File: src/rtl/pcp_pkg.sv
// Shared constants, state encoding and key helper for the pitch-class-profile accumulator.
package pcp_pkg;

    localparam int unsigned NUM_BINS = 12;
    localparam int unsigned KEY_MIN  = 1;
    localparam int unsigned KEY_MAX  = 12;
    localparam int unsigned IDX_W    = 4;

    localparam int unsigned DEF_DATA_W = 512;
    localparam int unsigned DEF_VAL_W  = 16;
    localparam int unsigned DEF_ACC_W  = 24;

    typedef enum logic [1:0] {
        ST_KEY,
        ST_VAL,
        ST_EMIT
    } pcp_state_e;

    function automatic logic key_valid(input logic [7:0] key);
        return (key >= 8'(KEY_MIN)) && (key <= 8'(KEY_MAX));
    endfunction

endpackage

File: src/rtl/pcp_bin_accum.sv
// Bank of NUM_BINS saturating accumulators with one add port, one read port and a bulk clear.
module pcp_bin_accum
    import pcp_pkg::*;
#(
    parameter int unsigned VAL_W = DEF_VAL_W,
    parameter int unsigned ACC_W = DEF_ACC_W
) (
    input  logic             aclk,
    input  logic             aresetn,
    input  logic             clr,
    input  logic             add_en,
    input  logic [IDX_W-1:0] add_idx,
    input  logic [VAL_W-1:0] add_val,
    input  logic [IDX_W-1:0] rd_idx,
    output logic [ACC_W-1:0] rd_data
);

    localparam logic [ACC_W-1:0] ACC_MAX = '1;
    localparam logic [IDX_W-1:0] BIN_CNT = IDX_W'(NUM_BINS);

    logic [ACC_W-1:0] bins_q [NUM_BINS];
    logic [ACC_W-1:0] bins_d [NUM_BINS];
    logic [ACC_W:0]   sum;

    always_comb begin
        sum = '0;
        for (int i = 0; i < NUM_BINS; i++) begin
            bins_d[i] = bins_q[i];
        end
        if (clr) begin
            for (int i = 0; i < NUM_BINS; i++) begin
                bins_d[i] = '0;
            end
        end else if (add_en && (add_idx < BIN_CNT)) begin
            // One extra bit catches the carry so the bin clamps instead of wrapping.
            sum = {1'b0, bins_q[add_idx]} + (ACC_W + 1)'(add_val);
            bins_d[add_idx] = sum[ACC_W] ? ACC_MAX : sum[ACC_W-1:0];
        end
    end

    always_ff @(posedge aclk) begin
        if (!aresetn) begin
            for (int i = 0; i < NUM_BINS; i++) begin
                bins_q[i] <= '0;
            end
        end else begin
            for (int i = 0; i < NUM_BINS; i++) begin
                bins_q[i] <= bins_d[i];
            end
        end
    end

    assign rd_data = (rd_idx < BIN_CNT) ? bins_q[rd_idx] : '0;

endmodule

File: src/rtl/pcp_chip.sv
// PCP accumulator: sums (key, energy) stream pairs into 12 pitch-class bins and emits the
// 12-bin vector as one output frame whenever the input frame ends.
module pcp_chip
    import pcp_pkg::*;
#(
    parameter int unsigned DATA_W = DEF_DATA_W,
    parameter int unsigned VAL_W  = DEF_VAL_W,
    parameter int unsigned ACC_W  = DEF_ACC_W
) (
    input  logic              aclk,
    input  logic              aresetn,
    input  logic [DATA_W-1:0] s_axis_tdata,
    input  logic              s_axis_tvalid,
    input  logic              s_axis_tlast,
    output logic              s_axis_tready,
    output logic [DATA_W-1:0] m_axis_tdata,
    output logic              m_axis_tvalid,
    output logic              m_axis_tlast,
    input  logic              m_axis_tready
);

    localparam logic [IDX_W-1:0] LAST_IDX = IDX_W'(NUM_BINS - 1);

    pcp_state_e       state_q, state_d;
    logic             run_q;
    logic [7:0]       key_q;
    logic [IDX_W-1:0] idx_q;
    logic             m_valid_q;
    logic             m_last_q;

    logic             s_acc;
    logic             m_acc;
    logic             key_ld;
    logic             add_en;
    logic             emit_start;
    logic             emit_done;
    logic [IDX_W-1:0] add_idx;
    logic [ACC_W-1:0] rd_data;
    logic             unused_tdata;

    assign s_acc   = s_axis_tvalid & s_axis_tready;
    assign m_acc   = m_valid_q & m_axis_tready;
    assign add_idx = key_q[IDX_W-1:0] - IDX_W'(KEY_MIN);

    assign unused_tdata = ^s_axis_tdata[DATA_W-1:VAL_W];

    // State register
    always_ff @(posedge aclk) begin
        if (!aresetn) begin
            state_q <= ST_KEY;
        end else begin
            state_q <= state_d;
        end
    end

    // Next-state logic
    always_comb begin
        state_d = state_q;
        unique case (state_q)
            ST_KEY:  if (s_acc) state_d = s_axis_tlast ? ST_EMIT : ST_VAL;
            ST_VAL:  if (s_acc) state_d = s_axis_tlast ? ST_EMIT : ST_KEY;
            ST_EMIT: if (emit_done) state_d = ST_KEY;
            default: state_d = ST_KEY;
        endcase
    end

    // FSM outputs; run_q holds ready low through reset and releases it one edge later
    always_comb begin
        s_axis_tready = 1'b0;
        key_ld        = 1'b0;
        add_en        = 1'b0;
        emit_start    = 1'b0;
        emit_done     = 1'b0;
        unique case (state_q)
            ST_KEY: begin
                s_axis_tready = run_q;
                key_ld        = s_acc & ~s_axis_tlast;
                emit_start    = s_acc & s_axis_tlast;
            end
            ST_VAL: begin
                s_axis_tready = run_q;
                add_en        = s_acc & key_valid(key_q);
                emit_start    = s_acc & s_axis_tlast;
            end
            ST_EMIT: begin
                emit_done = m_acc & (idx_q == LAST_IDX);
            end
            default: ;
        endcase
    end

    always_ff @(posedge aclk) begin
        if (!aresetn) begin
            run_q     <= 1'b0;
            key_q     <= '0;
            idx_q     <= '0;
            m_valid_q <= 1'b0;
            m_last_q  <= 1'b0;
        end else begin
            run_q <= 1'b1;
            if (key_ld) begin
                key_q <= s_axis_tdata[7:0];
            end
            if (emit_start) begin
                m_valid_q <= 1'b1;
                m_last_q  <= 1'b0;
                idx_q     <= '0;
            end else if (m_acc) begin
                if (idx_q == LAST_IDX) begin
                    m_valid_q <= 1'b0;
                    m_last_q  <= 1'b0;
                    idx_q     <= '0;
                end else begin
                    idx_q    <= idx_q + 1'b1;
                    m_last_q <= (idx_q == LAST_IDX - 1'b1);
                end
            end
        end
    end

    pcp_bin_accum #(
        .VAL_W (VAL_W),
        .ACC_W (ACC_W)
    ) u_bins (
        .aclk    (aclk),
        .aresetn (aresetn),
        .clr     (emit_done),
        .add_en  (add_en),
        .add_idx (add_idx),
        .add_val (s_axis_tdata[VAL_W-1:0]),
        .rd_idx  (idx_q),
        .rd_data (rd_data)
    );

    // Bins are frozen during emit, so this mux of registers is stable while stalled.
    assign m_axis_tdata  = m_valid_q ? DATA_W'(rd_data) : '0;
    assign m_axis_tvalid = m_valid_q;
    assign m_axis_tlast  = m_last_q;

endmodule

File: config.mk
export PLATFORM = sky130hd
export DESIGN_NAME = pcp_chip
export DESIGN_NICKNAME = d
export VERILOG_FILES = /design/src/rtl/pcp_pkg.sv /design/src/rtl/pcp_bin_accum.sv /design/src/rtl/pcp_chip.sv
export SDC_FILE = /design/constraint.sdc
export NUM_CORES = 1
export LEC_CHECK = 0
export BUFFER_PORTS_ARGS = -buffer_cell sky130_fd_sc_hd__buf_2
export CAP_MARGIN = 20
export CORE_AREA = 4 4 403 405
export DETAILED_ROUTE_END_ITERATION = 7
export DIE_AREA = 0 0 407 409
export PLACE_DENSITY_LB_ADDON = 0.12
export SLEW_MARGIN = 10
export SYNTH_ARGS = -nofsm -noshare
export SYNTH_HDL_FRONTEND = slang
export SYNTH_HIERARCHICAL = 1
export SYNTH_SLANG_ARGS = --single-unit
File: constraint.sdc
create_clock -name aclk -period 4.9 [get_ports aclk]
set_input_delay 0.49 -clock aclk [delete_from_list [all_inputs] [get_ports aclk]]
set_output_delay 0.49 -clock aclk [all_outputs]
set_load 0.03 [all_outputs]
# Yosys cells after proc, flatten, opt, wreduce, memory -nomap -nowiden
# Memories as Yosys holds them, arrays and structs flattened. A register that Yosys moved wholly into a read port is not among the register bits.
# Index checks and enable logic that the tools add are counted.
word_totals:
  regBits: 17
  mem_bits_rw: 288
  input_bits: 517
  out_inout_bits: 515
  wordCells: 94
  mem_count: 1
memory_table:
  columns: ["memory", "depth", "width", "rd", "rd_ports_with_merged_regs", "write_ports", "line_no", "source"]
  rows:
  - ["u_bins.bins_q", 12, 24, 14, 1, 12, "pcp_bin_accum.sv:21", "logic [ACC_W-1:0] bins_q [NUM_BINS];"]
op_classes:
  addsub: 3
  magnitude_cmp: 6
  n_eq_ne: 7
  n_mux: 40
  n_bitwise: 21
  n_reduce_logical: 10
op_table:
  columns: ["operator", "count"]
  rows:
  - ["288-bit two-way mux", 2]
  - ["24-bit two-way mux", 16]
  - ["288-bit bitwise mux", 1]
  - ["24-bit demux with 4-bit select", 1]
  - ["24-bit by 16-bit adder with 25-bit output", 1]
  - ["4-bit two-way mux", 3]
  - ["1-bit bitwise OR", 12]
  - ["1-bit two-way mux", 11]
  - ["2-bit two-way mux", 5]
  - ["4-bit equality test (second input constant)", 2]
  - ["8-bit by 1-bit >= comparator with 1-bit output (second input constant)", 1]
  - ["8-bit by 4-bit <= comparator with 1-bit output (second input constant)", 1]
  - ["4-bit less-than comparator (second input constant)", 2]
  - ["1-bit AND", 6]
  - ["2-bit != test (second input constant)", 3]
  - ["2-bit case mux with 3 select lines", 1]
  - ["5-bit >= comparator (second input constant)", 1]
  - ["5-bit by 1-bit less-than comparator with 1-bit output (second input constant)", 1]
  - ["4-bit NOT with 5-bit output", 1]
  - ["4-bit by 1-bit adder with 4-bit output (second input constant)", 1]
  - ["2-bit nonzero test", 2]
  - ["2-bit OR reduction", 2]
  - ["4-bit by 1-bit subtractor with 4-bit output (second input constant)", 1]
  - ["1-bit logical AND", 3]
  - ["other kinds (6)", 7]

# Logic depth before layout (Yosys ltp)
depth:
  depth_word: 10
  depth_mapped: 22
  mapped_depth_nobuf: 15

# Hierarchy
# The synthesis kept the hierarchy.
modules_own_cells:
  columns: ["mod", "n_inst", "cells_per_inst", "area_per_inst_um2", "seq_area_each_um2"]
  rows:
  - ["pcp_bin_accum", 1, 1649, 15690.0, 5765.5]
  - ["pcp_chip", 1, 612, 4663.2, 340.3]

# Least setup slack after synthesis
# Ideal clock, no wire load.
synth_path:
  kind: "register -> register"
  start: "register key_q[0]"
  end: "memory u_bins/bins_q[0][18] (netlist name)"
  setup_ps: 130
  t_arrival_ps: 4947
  t_required_ps: 4770
  setup_slack_ps: -177
  stages_incl_launch_ff: 23
  n_path_buf: 7
  synth_period_minus_slack_ps: 5077
  cell_sequence: "dfxtp_1 inv_1 ha_1 inv_1 buf_4 buf_2 buf_1 clkbuf_1 mux4_2 nand2_1 o21ai_0 ha_1 fa_1 a211oi_1 o211ai_1 a32o_1 a21oi_1 clkbuf_1 nor4_2 buf_2 nor2_1 buf_2 a21oi_1"
synth_rtl:
  columns: ["element", "line_no", "source"]
  rows:
  - ["start: declaration", "pcp_chip.sv:26", "logic [7:0] key_q;"]
  - ["start signal: assignment", "pcp_chip.sv:102", "key_q <= s_axis_tdata[7:0];"]
  - ["end: declaration", "pcp_bin_accum.sv:21", null]

==> impl_metrics.ini <==
[timing]
clock.fmax_mhz = 216
finalHoldViolCount = 0
setup_tns_ns = 0
worstMarginPinSlew_ns = 0.966
grt_setup_unrepaired = false
clock_skew_ns = 0.0263
timing.final.ws_setup_ns = 0.276
period_needed_ns = 4.62
drv_slew = 0
setup_violations = 0
fin_crit_sh = 0.944
slew_headroom = 0.353

[placement]
dp_hpwl_um = 55900
portBuffers = 47
gp_congestion = 0.682
placed_cells = 4338
pre_cts_ws_ns = -0.224

[layout]
final_cell_mix = 488 x conb_1, 299 x dfxtp_1, 292 x o21ai_0
drive_gt1_frac = 0.205
area_growth_pct = 16.5
finalNonFillerCells = 4417
nets = 2851
final_common_cell = conb_1
num-fill-cells = 17811

[die]
die_h_um = 409
start_util = 0.129
rows = 146
ios = 1032
die_w_um = 407
core_um2 = 158000
dieArea_um2 = 166000

[synthesis]
yosysUniqueCellTypes = 75
ys_seq_elements = 305
synth-edff-count = 0
synth_compound_area_frac = 0.187
synth.mux.area_fraction = 0.182
synthXorXnorAreaFrac = 0.00689
postSynthCellCount = 2261
synthSimpleGateAreaFrac = 0.0913
synth_top_flop_cell = dfxtp_1
syn-cell-area_um2 = 20400
synth_top_family_by_area = buffers and inverters
ys_warn_count = 6
syn_area_per_cell_um2 = 9.00
async_flop_share = 0
synth_adder_area_share = 0.0133
seq_area_frac_synth = 0.300

[min_path]
hp-class = in2reg

[worst_setup_path]
crit_required_ns = 5.32
end_kind = flip-flop
critPathKind = reg2reg
critPathTopFamily = buffers and inverters
path_cells = inv_6 -> ha_1 -> inv_4 -> buf_4 -> buf_12 -> mux4_2 -> mux2i_1 -> o21ai_0 -> ha_1 -> buf_4 -> and3_1 -> a32o_2 -> a21oi_2 -> buf_12 -> buf_4 -> or4b_2 -> buf_6 -> nand3_1 -> a21oi_1
cp.depth = 19
crit_fanout = 18
crit_arrival_ns = 5.04
cp_num_buf_inv = 8
r2r-end = u_bins/bins_q[2][20]$_SDFFE_PP0P_
crit_slowest_cell = or4b_2
crit_path_start_kind = flip-flop
crit_top_cell = buf_4
r2r-start = key_q[0]$_SDFFE_PN0P_
crit_start = key_q[0]$_SDFFE_PN0P_
crit_path_end = u_bins/bins_q[2][20]$_SDFFE_PP0P_
reg2reg_depth = 19
max_stage_delay_ns = 0.63
reg2reg_slack_ns = 0.28

[pwr]
p_clk_frac = 0.480
p_sw_uw = 2070
p_int_uw = 4490
p_leak_uw = 0.00893
p_per_area_nw_per_um2 = 277
switching_share = 0.315
power_frac_seq = 0.380
combPwrFrac = 0.140
ir_worst_vdd_mv = 0.186

[clocking]
clk_pin_slew_ns = 0.06
htree_num_levels = 2
cts_sinks = 305
cts_buffers = 43
clk_latency_ns = 0.59
holdBufCountCts = 0
cts_tree = yes
cts_buffer_depth = 3
cts_root_buf = clkbuf_16

[route]
first_pass_iters = 5
routed_wl_um = 83300
dr_total_vias = 15796
wl_per_cell_um = 18.8
postRouteAntennaNets = 0
drtIter0Drc = 1088
drc = 0
avgViaCountPerCell = 3.58

[global_routing]
grt_pass1_wl_um = 117000
first_global_vias = 15030
overflow = 0
antenna_found_initial = 6
grt_usage = 0.0956
grt_max_degree = 84

[outcome]
status = complete, no violations

[flow_run]
maxCapViolCount = 0
==> layout make-up <==
class	instances	area, um^2	share of cell area
multi-input cells	1760	11900	0.502
clock buffers	67	1270	0.0534
diodes	2	5.00	0.000211
well taps	2072	2590	0.109
flip-flops and latches	305	6120	0.258
clock inverters	8	93.8	0.00396
inverters	6	30.0	0.00127
repair buffers	197	1710	0.0721
==> metal layers <==
metal / track usage / vias up / routed length (um) / part of all wire
met3: 0.0161 / 76 / 4220 / 0.051
met2: 0.158 / 477 / 39600 / 0.48
met5: 0 / - / 11 / 0.00013
met4: 0.0199 / 2 / 1430 / 0.017
li1: - / 7337 / - / -
met1: 0.130 / 7904 / 38000 / 0.46
==> logic make-up (layout without fill, tap and decap cells) <==
family / count (synthesis) / after routing
buffers and inverters: 683 / 278
AOI/OAI and AO/OA: 661 / 661
and+or+nand+nor: 372 / 372
xor gates and xnor gates: 16 / 16
other: 1 / 490
DFF: 305 / 305
adders and majority gates: 21 / 21
muxes: 202 / 202
==> worst min path at each step <==
stage	from	end	slack (ns)	depth (start not counted)
floorplan	u_bins/bins_q[7][23]$_SDFFE_PP0P_	u_bins/bins_q[7][23]$_SDFFE_PP0P_	0.44	2
global placement	m_axis_tlast$_SDFFE_PP0N_	m_axis_tlast$_SDFFE_PP0N_	0.45	2
global route	s_axis_tdata[3]	key_q[3]$_SDFFE_PN0P_	0.18	3
detailed placement	m_axis_tlast$_SDFFE_PP0N_	m_axis_tlast$_SDFFE_PP0N_	0.45	2
finish	s_axis_tdata[3]	key_q[3]$_SDFFE_PN0P_	0.20	3
CTS	s_axis_tdata[3]	key_q[3]$_SDFFE_PN0P_	0.17	3
==> what timing repair did <==
action,4_1_cts,5_1_grt
gates resized for setup,2,30
pin swaps,0,3
setup endpoints to repair,133,204
setup buffers,0,1
==> power groups by stage <==
stage	Combinational, uW	Clock (uW)	Sequential [uW]
2_1_floorplan	1020	0	2540
3_3_place_gp	916	0	2550
3_5_place_dp	912	0	2550
4_1_cts	913	3290	2490
5_1_grt	983	3370	2490
6_report	920	3150	2490
==> synthesized netlist by cell type, types with 8 or more instances <==
library cell	number	area share
nand4_1	13	0.0040
ha_1	20	0.012
a21oi_2	10	0.0043
nor2_1	79	0.015
nand2_1	105	0.019
a31oi_1	40	0.012
a21boi_0	11	0.0041
mux2i_1	55	0.027
mux4_2	132	0.15
o221ai_1	10	0.0043
or4_1	12	0.0044
nor3_1	20	0.0049
nor4_1	13	0.0040
buf_2	19	0.0047
mux2_2	14	0.0077
and2_1	25	0.0077
a21oi_1	207	0.051
clkbuf_1	144	0.027
o311a_1	11	0.0054
o2111ai_1	12	0.0052
o21ai_0	292	0.072
buf_1	18	0.0033
buf_4	491	0.18
xor2_1	8	0.0034
dfxtp_1	305	0.30
o211ai_1	15	0.0055
nor2b_1	8	0.0025
nand3_1	61	0.015
xnor2_1	8	0.0034
==> stage by stage <==
stage	power [uW]	util	instance area (um^2)	hold slack (ns)
2_1_floorplan	3560	-	22200	0.443
3_3_place_gp	3460	0.140	22200	0.447
3_5_place_dp	3460	0.140	22200	0.452
4_1_cts	6690	0.149	23600	0.167
5_1_grt	6840	0.150	23700	0.176
6_report	6560	0.150	23700	0.200
==> worst reg2reg max path, cell delays in order (launching register included) <==
cell	delay (ns)
dfxtp_2	0.36
inv_6	0.03
ha_1	0.31
inv_4	0.12
buf_4	0.19
buf_12	0.20
mux4_2	0.57
mux2i_1	0.13
o21ai_0	0.23
ha_1	0.40
buf_4	0.14
and3_1	0.21
a32o_2	0.22
a21oi_2	0.08
buf_12	0.16
buf_4	0.16
or4b_2	0.63
buf_6	0.18
nand3_1	0.09
a21oi_1	0.06
==> sequential cells by signal, summed over array words and instances (netlist names) <==
name,count
u_bins/bins_q,288
run_q,1
m_axis_tlast,1
m_axis_tvalid,1
idx_q,4
state_q,2
key_q,8
Note: power is estimated with default switching activity, not from simulation.
